File: config.mk
export PLATFORM = sky130hd
export DESIGN_NAME = symbol_aligner
export DESIGN_NICKNAME = d
export VERILOG_FILES = /design/src/rtl/symbol_aligner_pkg.sv /design/src/rtl/symbol_aligner_comma_detect.sv /design/src/rtl/symbol_aligner.sv
export SDC_FILE = /design/constraint.sdc
export NUM_CORES = 1
export LEC_CHECK = 0
export ABC_AREA = 1
export CORE_MARGIN = 2
export CORE_UTILIZATION = 60
export CTS_CLUSTER_DIAMETER = 120
export CTS_CLUSTER_SIZE = 8
export DETAILED_ROUTE_END_ITERATION = 12
export GPL_ROUTABILITY_DRIVEN = 0
export PLACE_DENSITY = 0.91
export SETUP_SLACK_MARGIN = 0.05
export SYNTH_ARGS = -nofsm -noshare
export SYNTH_HDL_FRONTEND = slang
export SYNTH_HIERARCHICAL = 1
export SYNTH_SLANG_ARGS = --single-unit
File: constraint.sdc
create_clock -name INTERCLK -period 2.3 [get_ports INTERCLK]
set_input_delay 0.46 -clock INTERCLK [delete_from_list [all_inputs] [get_ports INTERCLK]]
set_output_delay 0.46 -clock INTERCLK [all_outputs]
set_load 0.05 [all_outputs]
File: src/rtl/symbol_aligner_pkg.sv
// Shared types and constants for the 10-bit serial symbol aligner.
// Holds the FSM state encoding, the comma patterns and the counter widths.
package symbol_aligner_pkg;

    typedef enum logic [1:0] {
        ST_HUNT = 2'd0,
        ST_ACQ  = 2'd1,
        ST_LOCK = 2'd2
    } state_t;

    localparam int SYM_W     = 10;
    localparam int BIT_CNT_W = 4;
    localparam int CNT_W     = 8;

    localparam logic [BIT_CNT_W-1:0] BIT_LAST = 4'd9;
    localparam logic [BIT_CNT_W-1:0] BIT_ZERO = 4'd0;
    localparam logic [BIT_CNT_W-1:0] BIT_ONE  = 4'd1;

    localparam logic [CNT_W-1:0] CNT_ZERO = 8'd0;
    localparam logic [CNT_W-1:0] CNT_ONE  = 8'd1;
    localparam logic [CNT_W-1:0] CNT_MAX  = 8'd255;

    // Seven leading bits a..f,i of a K28.x comma, both disparities.
    localparam logic [6:0] COMMA_NEG = 7'b0011111;
    localparam logic [6:0] COMMA_POS = 7'b1100000;

    localparam logic [SYM_W-1:0] COMMA_MASK = 10'b11_1111_1000;

    // True when the leading seven bits of a symbol-wide window form a comma.
    function automatic logic comma_match(input logic [SYM_W-1:0] sym);
        logic [SYM_W-1:0] masked;
        masked = sym & COMMA_MASK;
        return (masked == {COMMA_NEG, 3'b000}) || (masked == {COMMA_POS, 3'b000});
    endfunction

endpackage

File: src/rtl/symbol_aligner_comma_detect.sv
// Combinational comma detector over a 10-bit window; also usable on the
// decoder side to flag comma symbols.
module comma_detect
    import symbol_aligner_pkg::*;
(
    input  logic [SYM_W-1:0] sym,
    output logic             comma
);

    assign comma = comma_match(sym);

endmodule

File: src/rtl/symbol_aligner.sv
// Serial-to-symbol aligner: hunts for commas, acquires symbol phase, and
// emits aligned 10-bit symbols while tracking decoder error density.
module symbol_aligner
    import symbol_aligner_pkg::*;
#(
    parameter int LOCK_COMMAS = 2,
    parameter int ERR_LIMIT   = 4,
    parameter int GOOD_RUN    = 16
)(
    input  logic             INTERCLK,
    input  logic             Reset,
    input  logic             iBit,
    input  logic             iDecErr,
    output logic [SYM_W-1:0] oData,
    output logic             oValid,
    output logic             COMMA,
    output logic             LOCKED,
    output logic             ALIGN_ERR
);

    localparam logic [CNT_W-1:0] LOCK_TGT = CNT_W'(LOCK_COMMAS);
    localparam logic [CNT_W-1:0] ERR_TGT  = CNT_W'(ERR_LIMIT);
    localparam logic [CNT_W-1:0] GOOD_TGT = CNT_W'(GOOD_RUN);

    state_t                 state_r, state_s;
    logic [8:0]             sr_r;
    logic [BIT_CNT_W-1:0]   bit_cnt_r, bit_cnt_s;
    logic [CNT_W-1:0]       comma_cnt_r, comma_cnt_s;
    logic [CNT_W-1:0]       err_cnt_r, err_cnt_s;
    logic [CNT_W-1:0]       good_cnt_r, good_cnt_s;
    logic [CNT_W-1:0]       err_inc_s;
    logic                   sym_err_r, sym_err_s;
    logic [SYM_W-1:0]       window_s;
    logic                   comma_s;
    logic                   boundary_s;
    logic                   emit_s;
    logic                   align_err_s;

    assign window_s   = {sr_r, iBit};
    assign boundary_s = (bit_cnt_r == BIT_LAST);
    assign err_inc_s  = (iDecErr && (err_cnt_r != CNT_MAX)) ? (err_cnt_r + CNT_ONE) : err_cnt_r;

    comma_detect u_comma_detect (
        .sym   (window_s),
        .comma (comma_s)
    );

    // Next-state, phase, counter and strobe decisions.
    always_comb begin
        state_s     = state_r;
        bit_cnt_s   = boundary_s ? BIT_ZERO : (bit_cnt_r + BIT_ONE);
        comma_cnt_s = comma_cnt_r;
        err_cnt_s   = err_cnt_r;
        good_cnt_s  = good_cnt_r;
        sym_err_s   = sym_err_r;
        emit_s      = 1'b0;
        align_err_s = 1'b0;

        case (state_r)
            ST_HUNT: begin
                sym_err_s = 1'b0;
                if (comma_s) begin
                    state_s     = ST_ACQ;
                    bit_cnt_s   = BIT_ZERO;
                    comma_cnt_s = CNT_ONE;
                    err_cnt_s   = CNT_ZERO;
                    good_cnt_s  = CNT_ZERO;
                end else begin
                    state_s = ST_HUNT;
                end
            end

            ST_ACQ: begin
                sym_err_s = 1'b0;
                if (comma_s && boundary_s) begin
                    comma_cnt_s = comma_cnt_r + CNT_ONE;
                    if (comma_cnt_s >= LOCK_TGT) begin
                        state_s    = ST_LOCK;
                        emit_s     = 1'b1;
                        err_cnt_s  = CNT_ZERO;
                        good_cnt_s = CNT_ZERO;
                    end else begin
                        state_s = ST_ACQ;
                    end
                end else if (comma_s) begin
                    bit_cnt_s   = BIT_ZERO;
                    comma_cnt_s = CNT_ONE;
                end else begin
                    state_s = ST_ACQ;
                end
            end

            ST_LOCK: begin
                // Error-limit loss of lock wins over a simultaneous realignment.
                if (iDecErr && (err_inc_s >= ERR_TGT)) begin
                    state_s     = ST_HUNT;
                    align_err_s = 1'b1;
                    comma_cnt_s = CNT_ZERO;
                    err_cnt_s   = CNT_ZERO;
                    good_cnt_s  = CNT_ZERO;
                    sym_err_s   = 1'b0;
                end else if (comma_s && !boundary_s) begin
                    state_s     = ST_ACQ;
                    align_err_s = 1'b1;
                    bit_cnt_s   = BIT_ZERO;
                    comma_cnt_s = CNT_ONE;
                    err_cnt_s   = CNT_ZERO;
                    good_cnt_s  = CNT_ZERO;
                    sym_err_s   = 1'b0;
                end else begin
                    err_cnt_s = err_inc_s;
                    if (iDecErr) begin
                        good_cnt_s = CNT_ZERO;
                    end else begin
                        good_cnt_s = good_cnt_r;
                    end
                    if (boundary_s) begin
                        emit_s    = 1'b1;
                        sym_err_s = 1'b0;
                        // A symbol is clean only if no error touched any of its ten bits.
                        if (!iDecErr && !sym_err_r) begin
                            if ((good_cnt_r + CNT_ONE) >= GOOD_TGT) begin
                                good_cnt_s = CNT_ZERO;
                                err_cnt_s  = (err_cnt_r != CNT_ZERO) ? (err_cnt_r - CNT_ONE) : CNT_ZERO;
                            end else begin
                                good_cnt_s = good_cnt_r + CNT_ONE;
                            end
                        end else begin
                            good_cnt_s = CNT_ZERO;
                        end
                    end else begin
                        sym_err_s = sym_err_r | iDecErr;
                    end
                end
            end

            default: begin
                state_s     = ST_HUNT;
                bit_cnt_s   = BIT_ZERO;
                comma_cnt_s = CNT_ZERO;
                err_cnt_s   = CNT_ZERO;
                good_cnt_s  = CNT_ZERO;
                sym_err_s   = 1'b0;
            end
        endcase
    end

    // State, shift register and counter registers.
    always_ff @(posedge INTERCLK or posedge Reset) begin
        if (Reset) begin
            state_r     <= ST_HUNT;
            sr_r        <= 9'd0;
            bit_cnt_r   <= BIT_ZERO;
            comma_cnt_r <= CNT_ZERO;
            err_cnt_r   <= CNT_ZERO;
            good_cnt_r  <= CNT_ZERO;
            sym_err_r   <= 1'b0;
        end else begin
            state_r     <= state_s;
            sr_r        <= window_s[8:0];
            bit_cnt_r   <= bit_cnt_s;
            comma_cnt_r <= comma_cnt_s;
            err_cnt_r   <= err_cnt_s;
            good_cnt_r  <= good_cnt_s;
            sym_err_r   <= sym_err_s;
        end
    end

    // Registered outputs; oData holds between strobes.
    always_ff @(posedge INTERCLK or posedge Reset) begin
        if (Reset) begin
            oData     <= 10'd0;
            oValid    <= 1'b0;
            COMMA     <= 1'b0;
            LOCKED    <= 1'b0;
            ALIGN_ERR <= 1'b0;
        end else begin
            oValid    <= emit_s;
            COMMA     <= emit_s & comma_s;
            LOCKED    <= (state_s == ST_LOCK);
            ALIGN_ERR <= align_err_s;
            if (emit_s) begin
                oData <= window_s;
            end else begin
                oData <= oData;
            end
        end
    end

endmodule

# --- Word-level counts from Yosys, hierarchy flattened ---
# Cells that the tools add are included.
op_classes:
  n_addsub: 5
  magnitude_cmp: 3
  eq_ne: 12
  mux: 49
  bitwise: 2
  reduce_logical: 13
ops:
  columns: ["operator", "count"]
  rows:
  - ["2-to-1 mux 8 bit", 20]
  - ["one-hot mux 8 bit (3 select lines)", 3]
  - ["adder 8 x 1 -> 8 bit (second input constant)", 3]
  - ["2-to-1 mux 4 bit", 5]
  - ["2-to-1 mux 1 bit", 13]
  - ["one-hot mux 4 bit (3 select lines)", 1]
  - ["2-to-1 mux 2 bit", 5]
  - [">= comparator 8 x 2 -> 1 bit (second input constant)", 1]
  - [">= comparator 8 x 3 -> 1 bit (second input constant)", 1]
  - [">= comparator 8 x 5 -> 1 bit (second input constant)", 1]
  - ["inequality test 8 bit (second input constant)", 1]
  - ["nonzero test 8 bit", 1]
  - ["subtractor 8 x 1 -> 8 bit (second input constant)", 1]
  - ["equality test 7 x 5 -> 1 bit (second input constant)", 1]
  - ["equality test 7 bit (second input constant)", 1]
  - ["inequality test 2 bit (second input constant)", 3]
  - ["one-hot mux 2 bit (3 select lines)", 1]
  - ["logical AND 1 bit", 5]
  - ["inequality test 5 bit (second input constant)", 1]
  - ["adder 4 x 1 -> 4 bit (second input constant)", 1]
  - ["equality test 2 bit (second input constant)", 2]
  - ["equality test 4 bit (second input constant)", 1]
  - ["AND reduction 4 bit", 1]
  - ["logical NOT 1 bit", 3]
  - ["other kinds (8)", 8]
word_totals:
  ff_bits: 54
  inputBits: 4
  out_inout_bits: 14
  word_cells: 96

# --- Logic depth before layout (Yosys ltp) ---
# Gate-level depths: netlist of the first run.
depth:
  word_depth: 9
  ltp_mapped: 15
  ltp_nobuf: 14

# --- Cells and area by module ---
# The synthesis of the first run kept the hierarchy.
by_module_without_submodules:
  columns: ["mod", "instances", "cells_each", "area_each_um2", "seq_area_each_um2"]
  rows:
  - ["symbol_aligner", 1, 381, 3050.4, 1351.3]
  - ["comma_detect", 1, 18, 67.6, 0.0]

# --- Worst setup path after synthesis of the first run ---
# OpenSTA, ideal clock, no wires.
synth_path:
  kind: "flip-flop to flip-flop"
  from: "register err_cnt_r[1]"
  to: "register oData[0]"
  setup_ns: 0.119
  arrival_ns: 1.872
  required_ns: 2.181
  slack_ns: 0.309
  path_stages_with_launch: 16
  n_path_buf: 1
  synth_period_minus_slack_ns: 1.991
  path_cell_list: "dfrtp_1 ha_1 inv_1 nor2_2 nand2_4 nand2_2 nand2_2 nand2_2 nand3_2 o21ai_4 nand3_2 nand2_1 nand2_2 buf_6 nand2_1 nand2_1"
synth_via:
  elab_chain_len: 7
  elab_cells_between_ends: 8
  classes_between: "add/sub: 1; order compare: 1; eq/ne: 1; mux: 3; reduce/logical: 2"
synth_rtl:
  columns: ["item", "line", "rtl"]
  rows:
  - ["start, declared", "symbol_aligner.sv:29", "logic [CNT_W-1:0] err_cnt_r, err_cnt_s;"]
  - ["start signal, assigned", "symbol_aligner.sv:163", "err_cnt_r <= err_cnt_s;"]
  - ["parallel branches: the longest is 2 deep, another holds adder 8 x 1 -> 8 bit", null, null]
  - ["2-to-1 mux 8 bit *", "symbol_aligner.sv:41", "assign err_inc_s = (iDecErr && (err_cnt_r != CNT_MAX)) ? (err_cnt_r + CNT_ONE) : err_cnt_r;"]
  - [">= comparator 8 x 3 -> 1 bit *", "symbol_aligner.sv:95", "if (iDecErr && (err_inc_s >= ERR_TGT)) begin"]
  - ["logical AND 1 bit *", "symbol_aligner.sv:95", null]
  - ["2-to-1 mux 1 bit *", "symbol_aligner.sv:95", null]
  - ["one-hot mux 1 bit (2 select lines) *", "symbol_aligner.sv:59", "case (state_r)"]
  - ["end signal, assigned", "symbol_aligner.sv:183", "oData <= window_s;"]
  - ["end signal, assigned", "symbol_aligner.sv:185", "oData <= oData;"]
  - ["end, declared", "symbol_aligner.sv:14", "output logic [SYM_W-1:0] oData,"]
# Mark *: on every way between the ends.
# A chain may end at the register's enable or synchronous reset.

# --- Worst setup path in the final report of the first run ---
layout_path:
  from: "register sr_r[4]"
  to: "register LOCKED"
layout_via:
  elab_chain_len: 7
  elab_cells_between_ends: 12
  classes_between: "eq/ne: 3; mux: 6; reduce/logical: 3"
layout_rtl:
  columns: ["item", "line", "rtl"]
  rows:
  - ["start, declared", "symbol_aligner.sv:26", "logic [8:0] sr_r;"]
  - ["start signal, assigned", "symbol_aligner.sv:160", "sr_r <= window_s[8:0];"]
  - ["equality test 7 x 5 -> 1 bit / equality test 7 bit (equally long branches)", "symbol_aligner_pkg.sv:33", "return (masked == {COMMA_NEG, 3'b000}) || (masked == {COMMA_POS, 3'b000});"]
  - ["logical OR 1 bit *", "symbol_aligner_pkg.sv:33", null]
  - ["named net comma_s", "symbol_aligner.sv:34", "logic comma_s;"]
  - ["logical AND 1 bit", "symbol_aligner.sv:102", "end else if (comma_s && !boundary_s) begin"]
  - ["2-to-1 mux 2 bit", "symbol_aligner.sv:102", null]
  - ["2-to-1 mux 2 bit", "symbol_aligner.sv:95", null]
  - ["one-hot mux 2 bit (3 select lines) *", "symbol_aligner.sv:59", null]
  - ["equality test 2 bit *", "symbol_aligner.sv:180", "LOCKED <= (state_s == ST_LOCK);"]
  - ["end signal, assigned", "symbol_aligner.sv:180", null]
  - ["end, declared", "symbol_aligner.sv:17", "output logic LOCKED,"]
# Mark *: on every way through the listed nets, which the timed path passes. The rest lies on a longest branch.

==> flow_metrics.env, run 1 <==
export IMPL_synth_compound_area_share_pct=9.99
export IMPL_ant_nets=0
export IMPL_hold_path_class="register to register"
export IMPL_mostFrequentLayoutCells="102 x nand2_1, 52 x dfrtp_1, 49 x inv_1"
export IMPL_synth_simple_area_share_pct=30.0
export IMPL_synthTopCellsByArea="dfrtp_1 43%, nand2_1 13%, nand3_1 6.6%"
export IMPL_endpoint_kind="register"
export IMPL_dpl_hpwl_mm=4.98
export IMPL_fin_ws_ps=37.8
export IMPL_n_antenna_cell=0
export IMPL_power_density_nw_per_um2=863
export IMPL_htree_levels=2
export IMPL_outcome="completed"
export IMPL_synthMuxAreaShare_pct=0
export IMPL_tightestPinTransition_ps=504
export IMPL_insertion_delay_ps=320
export IMPL_drc=0
export IMPL_die_h_um=76.1
export IMPL_synthAdderAreaFrac_pct=4.82
export IMPL_final_common_cell="nand2_1"
export IMPL_yosysWarnings=6
export IMPL_placed_area_um2=3490
export IMPL_fin_hold_ws_ps=388
export IMPL_synth_largest_area_cell="dfrtp_1"
export IMPL_r2r_slack_ps=40
export IMPL_synth_distinct_cells=34
export IMPL_maxCapViolations=0
export IMPL_routedWlPerCell_um=15.6
export IMPL_clock_sinks=54
export IMPL_die_x_um=76.1
export IMPL_die_area_um2=5790
export IMPL_fp_row_count=26
export IMPL_required_ps=2550
export IMPL_finClkSkew_ps=11.9
export IMPL_core_um2=5070
export IMPL_cp_start_kind="register"
export IMPL_power_internal_mw=1.91
export IMPL_clockBufferDepth=2
export IMPL_p_sw_share_pct=40.0
export IMPL_syn_nets=415
export IMPL_grt_antenna_before_repair=0
export IMPL_clkTransAtPathRegs_ps=110
export IMPL_place_ws_ps=-145
export IMPL_switchingPower_mw=1.27
export IMPL_cp_max_fo=6
export IMPL_finalHoldViolations=0
export IMPL_grt_use_total_pct=26.7
export IMPL_holdBufCountCts=0
export IMPL_fin_crit_sh_pct=98.4
export IMPL_synth_area_um2=3120
export IMPL_drive_gt1_share_pct=14.5
export IMPL_syn2layout_area_growth_pct=18.5
export IMPL_dp_cells=498
export IMPL_vias=2924
export IMPL_total_leakage_power_nw=1.83
export IMPL_start_util_pct=61.4
export IMPL_root_buffer="clkbuf_8"
export IMPL_peakVddDrop_mv=0.498
export IMPL_p_comb_share_pct=39.0
export IMPL_critPathKind="register to register"
export IMPL_layout_nets=455
export IMPL_viasPerCell=5.73
export IMPL_drt_iter0_drc=299
export IMPL_rsz0062_at_grt="yes"
export IMPL_max_freq_mhz=442
export IMPL_cp_arrival_ps=2510
export IMPL_setup_tns_ps=0
export IMPL_yosys_area_top_type_share_pct=43.3
export IMPL_io_pins=18
export IMPL_grt_overflow_total=0
export IMPL_min_period_ps=2260
export IMPL_grt_max_degree=55
export IMPL_avgSynthCellArea_um2=7.81
export IMPL_synth_seq_area_share_pct=43.3
export IMPL_cts_tree="built"
export IMPL_finalMaxSlewViolations=0
export IMPL_cts_buffers=5
export IMPL_drt_total_wl_mm=7.94
export IMPL_port_buffers=17
export IMPL_ys_seq_elements=54
export IMPL_seq_power_share_pct=39.6
export IMPL_syn_inst=399
export IMPL_fin_area_um2=3690
export IMPL_grt_pass1_vias=2827
export IMPL_synth_xor_area_share_pct=3.65
export IMPL_grt_pass1_wl_mm=12.6
export IMPL_pwr_share_clk_pct=21.4
export IMPL_stdcell_count=510
export IMPL_n_fill_cell=374
export IMPL_synth_top_family_by_area="simple AND/OR/NAND/NOR gates"
export IMPL_setup_viol=0
export IMPL_dr_pass1_iters=5
export IMPL_maxSlewHeadroom_pct=66.3
-- power groups by stage --
stage	clock, mW	sequential (mW)	combinational (mW)
finish	0.683	1.26	1.24
global route	0.722	1.28	1.37
CTS	0.674	1.25	1.17
detailed placement	0	1.28	1.12
global placement	0	1.27	1.08
floorplan	0	1.25	0.823
-- through the flow --
stage / power (mW) / util (%)
after CTS: 3.10 / 71.3
final: 3.19 / 72.8
after global placement: 2.35 / 68.9
after detailed placement: 2.40 / 68.9
after global routing: 3.37 / 72.8
after floorplan: 2.07 / -
-- metal layers --
metal / global-route usage [%] / part of all wire (%) / routed length, um
met5: 0 / 0 / 0
met4: 11.8 / 4.1 / 328
met3: 4.03 / 5.1 / 402
met2: 47.6 / 53 / 4190
met1: 32.2 / 38 / 3020
-- critical path: stages (launching register included) --
cell	delay, ps
dfrtp_1	430
nand2_1	90
nor2_1	170
nand2_1	110
nand2_2	150
inv_1	120
buf_4	180
nor2_2	180
inv_1	120
o21ai_0	210
nand2_1	110
nand2_1	80
nand2_1	70
nor2_1	130
-- worst paths after layout --
kind	start	endpoint	cells after the start
worst max-delay path	sr_r[4]$_DFF_PP0_	LOCKED$_DFF_PP0_	13
worst min-delay path	sr_r[0]$_DFF_PP0_	sr_r[1]$_DFF_PP0_	0
worst max register to register	sr_r[4]$_DFF_PP0_	LOCKED$_DFF_PP0_	13
worst min register to register	sr_r[0]$_DFF_PP0_	sr_r[1]$_DFF_PP0_	0
max in group asynchronous	Reset	comma_cnt_r[0]$_DFFE_PP0P_	3
min in group asynchronous	Reset	good_cnt_r[1]$_DFFE_PP0P_	3
-- flip-flops by register name, indices dropped and copies added (netlist names) --
name	cells
oData	10
sr_r	9
comma_cnt_r	8
err_cnt_r	8
good_cnt_r	8
bit_cnt_r	4
state_r	2
ALIGN_ERR	1
COMMA	1
LOCKED	1
oValid	1
sym_err_r	1
-- timing repair --
item / in CTS / in global routing
resized for setup: 0 / 17
setup buffers: 1 / 3
endpoints found under the setup margin: 4 / 43
pin swaps: 0 / 3
-- cell type report --
| cell class | count | area [um2] | share of cell area [%] |
|---|---|---|---|
| repair buffers | 42 | 397 | 10.7 |
| inverters | 51 | 191 | 5.18 |
| flip-flops and latches | 54 | 1350 | 36.6 |
| clock buffers | 5 | 68.8 | 1.86 |
| well taps | 70 | 87.6 | 2.37 |
| multi-input cells | 285 | 1550 | 41.9 |
| clock inverters | 3 | 48.8 | 1.32 |
-- cell families (layout without fill, tap and decap cells) --
kind of cell	after synthesis	after routing
fa+ha+maj	12	12
compound gates	52	52
flops	54	54
buf+inv	60	101
xor+xnor	13	13
simple gates	208	208
-- cells in the mapped netlist --
cell	number
o21a_1	1
nand3_2	2
nor2_2	4
a21oi_1	7
o21ai_4	1
dfrtp_1	54
buf_2	3
inv_2	1
nor2_1	31
nand2_1	106
o21ai_1	9
xor2_1	10
ha_1	12
a21oi_4	1
nor2_4	1
nand2_4	1
o22ai_1	10
nor3_2	1
o21ai_0	18
buf_6	2
nand2_2	5
a21boi_0	1
a2bb2oi_1	1
clkbuf_1	1
a22oi_1	2
inv_1	50
buf_4	3
o211ai_1	1
xnor2_1	3
or2_2	1
nor3_1	3
nand4_1	11
nand3_1	41
nand3_4	1
No activity file was read; power rests on OpenSTA's default activity.
==> run 2, diff against run 1 <==
ABC_AREA = default   (was 1)
CORE_UTILIZATION = 63   (was 60)
PLACE_DENSITY = 0.94   (was 0.91)
clock period = 2.72 ns   (was 2.3 ns; I/O delays follow)
==> run 2 against run 1 <==
  * Final cell count shrank 14%
  * First-iteration DRC count grew 15%
  * Global-route usage grew 3.0 points
  * Clock skew shrank 2.9 ps
  * Largest cell class unchanged
==> flow_metrics.env, run 2 <==
export IMPL_p_sw_share_pct=38.7
export IMPL_r2r_slack_ps=230
export IMPL_ant_nets=0
export IMPL_n_antenna_cell=0
export IMPL_outcome="completed"
export IMPL_maxCapViolations=0
export IMPL_min_period_ps=2490
export IMPL_dp_cells=429
export IMPL_port_buffers=17
export IMPL_cp_max_fo=11
export IMPL_fin_crit_sh_pct=91.6
export IMPL_endpoint_kind="register"
export IMPL_ys_seq_elements=54
export IMPL_reg_largest_list="oData x10, sr_r x9"
export IMPL_worst_path_largest_cell_delay_ps=480
export IMPL_yosysWarnings=6
export IMPL_final_common_cell="dfrtp_1"
export IMPL_finClkSkew_ps=9.03
export IMPL_cp_arrival_ps=2750
export IMPL_clockBufferDepth=2
export IMPL_seq_area_um2=1350
export IMPL_grt_overflow_total=0
export IMPL_crit_path_start="comma_cnt_r[1]$_DFFE_PP0P_"
export IMPL_setup_viol=0
export IMPL_maxSlewHeadroom_pct=50.7
export IMPL_cts_tree="built"
export IMPL_syn_inst=342
export IMPL_power_density_nw_per_um2=635
export IMPL_syn_nets=358
export IMPL_r2r_end="good_cnt_r[3]$_DFFE_PP0P_"
export IMPL_core_um2=5040
export IMPL_synth_largest_area_cell="dfrtp_1"
export IMPL_routedWlPerCell_um=18.6
export IMPL_mostFrequentLayoutCells="54 x dfrtp_1, 28 x nand2_1, 25 x o21ai_0"
export IMPL_grt_pass1_vias=2883
export IMPL_multiInputGateArea_um2=1750
export IMPL_layout_nets=382
export IMPL_drive_gt1_share_pct=17.2
export IMPL_insertion_delay_ps=320
export IMPL_async_reset_ff_share_pct=100
export IMPL_holdBufCountCts=0
export IMPL_clkTransAtPathRegs_ps=100
export IMPL_synth_distinct_cells=74
export IMPL_cp_start_kind="register"
export IMPL_synthTopCellsByArea="dfrtp_1 41%, ha_1 4.6%, o21ai_0 3.8%"
export IMPL_rsz0062_at_grt="no"
export IMPL_fp_row_count=26
export IMPL_r2r_start="comma_cnt_r[1]$_DFFE_PP0P_"
export IMPL_avgSynthCellArea_um2=9.55
export IMPL_hold_path_class="register to register"
export IMPL_synth_seq_area_share_pct=41.4
export IMPL_required_ps=2980
export IMPL_drc=0
export IMPL_io_pins=18
export IMPL_peakVddDrop_mv=0.511
export IMPL_synth_most_common_cell="dfrtp_1"
export IMPL_syn2layout_area_growth_pct=12.6
export IMPL_pwr_share_clk_pct=20.0
export IMPL_top_register="oData"
export IMPL_max_freq_mhz=401
export IMPL_path_cells="ha_1 -> and3_2 -> o2111a_1 -> nor3_2 -> nor3_1 -> buf_4 -> or4b_1 -> nand3_1"
export IMPL_start_util_pct=64.8
export IMPL_dpl_hpwl_mm=5.79
export IMPL_synth_area_um2=3270
export IMPL_n_fill_cell=330
export IMPL_grt_antenna_before_repair=0
export IMPL_die_area_um2=5780
export IMPL_grt_pass1_wl_mm=13.7
export IMPL_critPathKind="register to register"
export IMPL_synthFlopType="dfrtp_1"
export IMPL_switchingPower_uw=903
export IMPL_largest_reg_flops=10
export IMPL_drt_iter0_drc=345
export IMPL_finalHoldViolations=0
export IMPL_clock_sinks=54
export IMPL_yosys_area_top_type_share_pct=41.4
export IMPL_die_h_um=76.0
export IMPL_vias=2909
export IMPL_netlist_top_cells_count="54 x dfrtp_1, 28 x nand2_1, 25 x o21ai_0"
export IMPL_placed_area_um2=3580
export IMPL_grt_max_degree=32
export IMPL_tightestPinTransition_ps=732
export IMPL_dr_pass1_iters=5
export IMPL_rr_worst_depth=8
export IMPL_cts_buffers=5
export IMPL_p_comb_share_pct=32.6
export IMPL_power_internal_mw=1.43
export IMPL_fin_area_um2=3680
export IMPL_seq_power_share_pct=47.4
export IMPL_cp_endpoint="good_cnt_r[3]$_DFFE_PP0P_"
export IMPL_cts_setup_buffers=0
export IMPL_htree_levels=2
export IMPL_root_buffer="clkbuf_8"
export IMPL_drt_total_wl_mm=8.13
export IMPL_finalMaxSlewViolations=0
export IMPL_stdcell_count=437
export IMPL_die_x_um=76.0
export IMPL_grt_use_total_pct=29.8
export IMPL_critPathSlowestCell="or4b_1"
export IMPL_viasPerCell=6.66
export IMPL_total_leakage_power_nw=1.59
export IMPL_synth_edf_count=0
-- run 2: cell count changes after synthesis, moves of 8 or more --
cell | previous run | this run
inv_1 | 50 | 17
o22ai_1 | 10 | 1
xor2_1 | 10 | 2
nor2_1 | 31 | 19
nand2_1 | 106 | 28
nor3_1 | 3 | 12
nand3_1 | 41 | 20
mux2_2 | 0 | 11
-- run 2: cell type report --
cell class                      instances  share of cell area, %
Sequential cell                        54                   36.7
Clock inverter                          2                  0.476
Inverter                               17                   1.74
Multi-Input combinational cell        252                   47.5
Tap cell                               70                   2.38
Clock buffer                            6                   1.97
Timing Repair Buffer                   36                   9.19
-- run 2: repair_timing --
item,CTS,global route
hold endpoints to repair,0,0
resized for setup,0,1
endpoints found under the setup margin,0,1
-- run 2: how the worst min path moves through the flow --
stage,startpoint,to,slack [ps],depth (start not counted)
after floorplan,sr_r[0]$_DFF_PP0_,sr_r[1]$_DFF_PP0_,350,0
after global routing,sr_r[1]$_DFF_PP0_,sr_r[2]$_DFF_PP0_,400,0
final,sr_r[1]$_DFF_PP0_,sr_r[2]$_DFF_PP0_,410,0
after detailed placement,sr_r[1]$_DFF_PP0_,sr_r[2]$_DFF_PP0_,390,0
after global placement,sr_r[0]$_DFF_PP0_,sr_r[1]$_DFF_PP0_,350,0
after CTS,sr_r[1]$_DFF_PP0_,sr_r[2]$_DFF_PP0_,400,0
-- run 2: worst max-delay path: cells and delay by family, from the launching register on --
family | cells | cell delay, ps
compound gates | 1 | 290
fa+ha+maj | 1 | 330
buf+inv | 1 | 180
flops | 1 | 470
simple gates | 5 | 1150
-- run 2: routing by layer --
metal	up-vias	GRT usage, %	share of wire (%)
met2	168	48.6	48
met5	-	0	0
li1	1310	-	-
met1	1389	36.9	40
met4	0	17.1	4.3
met3	42	6.28	7.6
-- run 2: logic make-up (layout without fill, tap and decap cells) --
group / Yosys count / in the layout / share of synthesized area, %
buffers and inverters: 36 / 61 / 5.33
XOR/XNOR: 6 / 6 / 1.61
AO/OA/AOI/OAI: 88 / 88 / 19.5
multiplexers: 15 / 15 / 5.02
AND/OR/NAND/NOR: 131 / 131 / 22.6
adder cells (fa/ha/maj): 12 / 12 / 4.60
flip-flops: 54 / 54 / 41.4
-- run 2: per-stage QoR --
| stage | setup slack [ps] | power [mW] | hold slack (ps) | setup TNS [ps] | utilization (%) |
|---|---|---|---|---|---|
| CTS | 223 | 2.31 | 401 | 0 | 72.8 |
| detailed placement | -19.8 | 1.86 | 386 | -58.4 | 71.0 |
| finish | 229 | 2.34 | 406 | 0 | 72.9 |
| floorplan | 367 | 1.65 | 350 | 0 | - |
| global route | 97.9 | 2.47 | 401 | 0 | 72.9 |
| global placement | 46.3 | 1.79 | 354 | 0 | 71.0 |
-- run 2: power by group through the flow --
| stage | clock [mW] | combinational, mW | sequential, mW |
|---|---|---|---|
| 2_1_floorplan | 0 | 0.567 | 1.08 |
| 3_3_place_gp | 0 | 0.694 | 1.09 |
| 3_5_place_dp | 0 | 0.741 | 1.11 |
| 4_1_cts | 0.467 | 0.746 | 1.10 |
| 5_1_grt | 0.497 | 0.845 | 1.13 |
| 6_report | 0.468 | 0.761 | 1.11 |
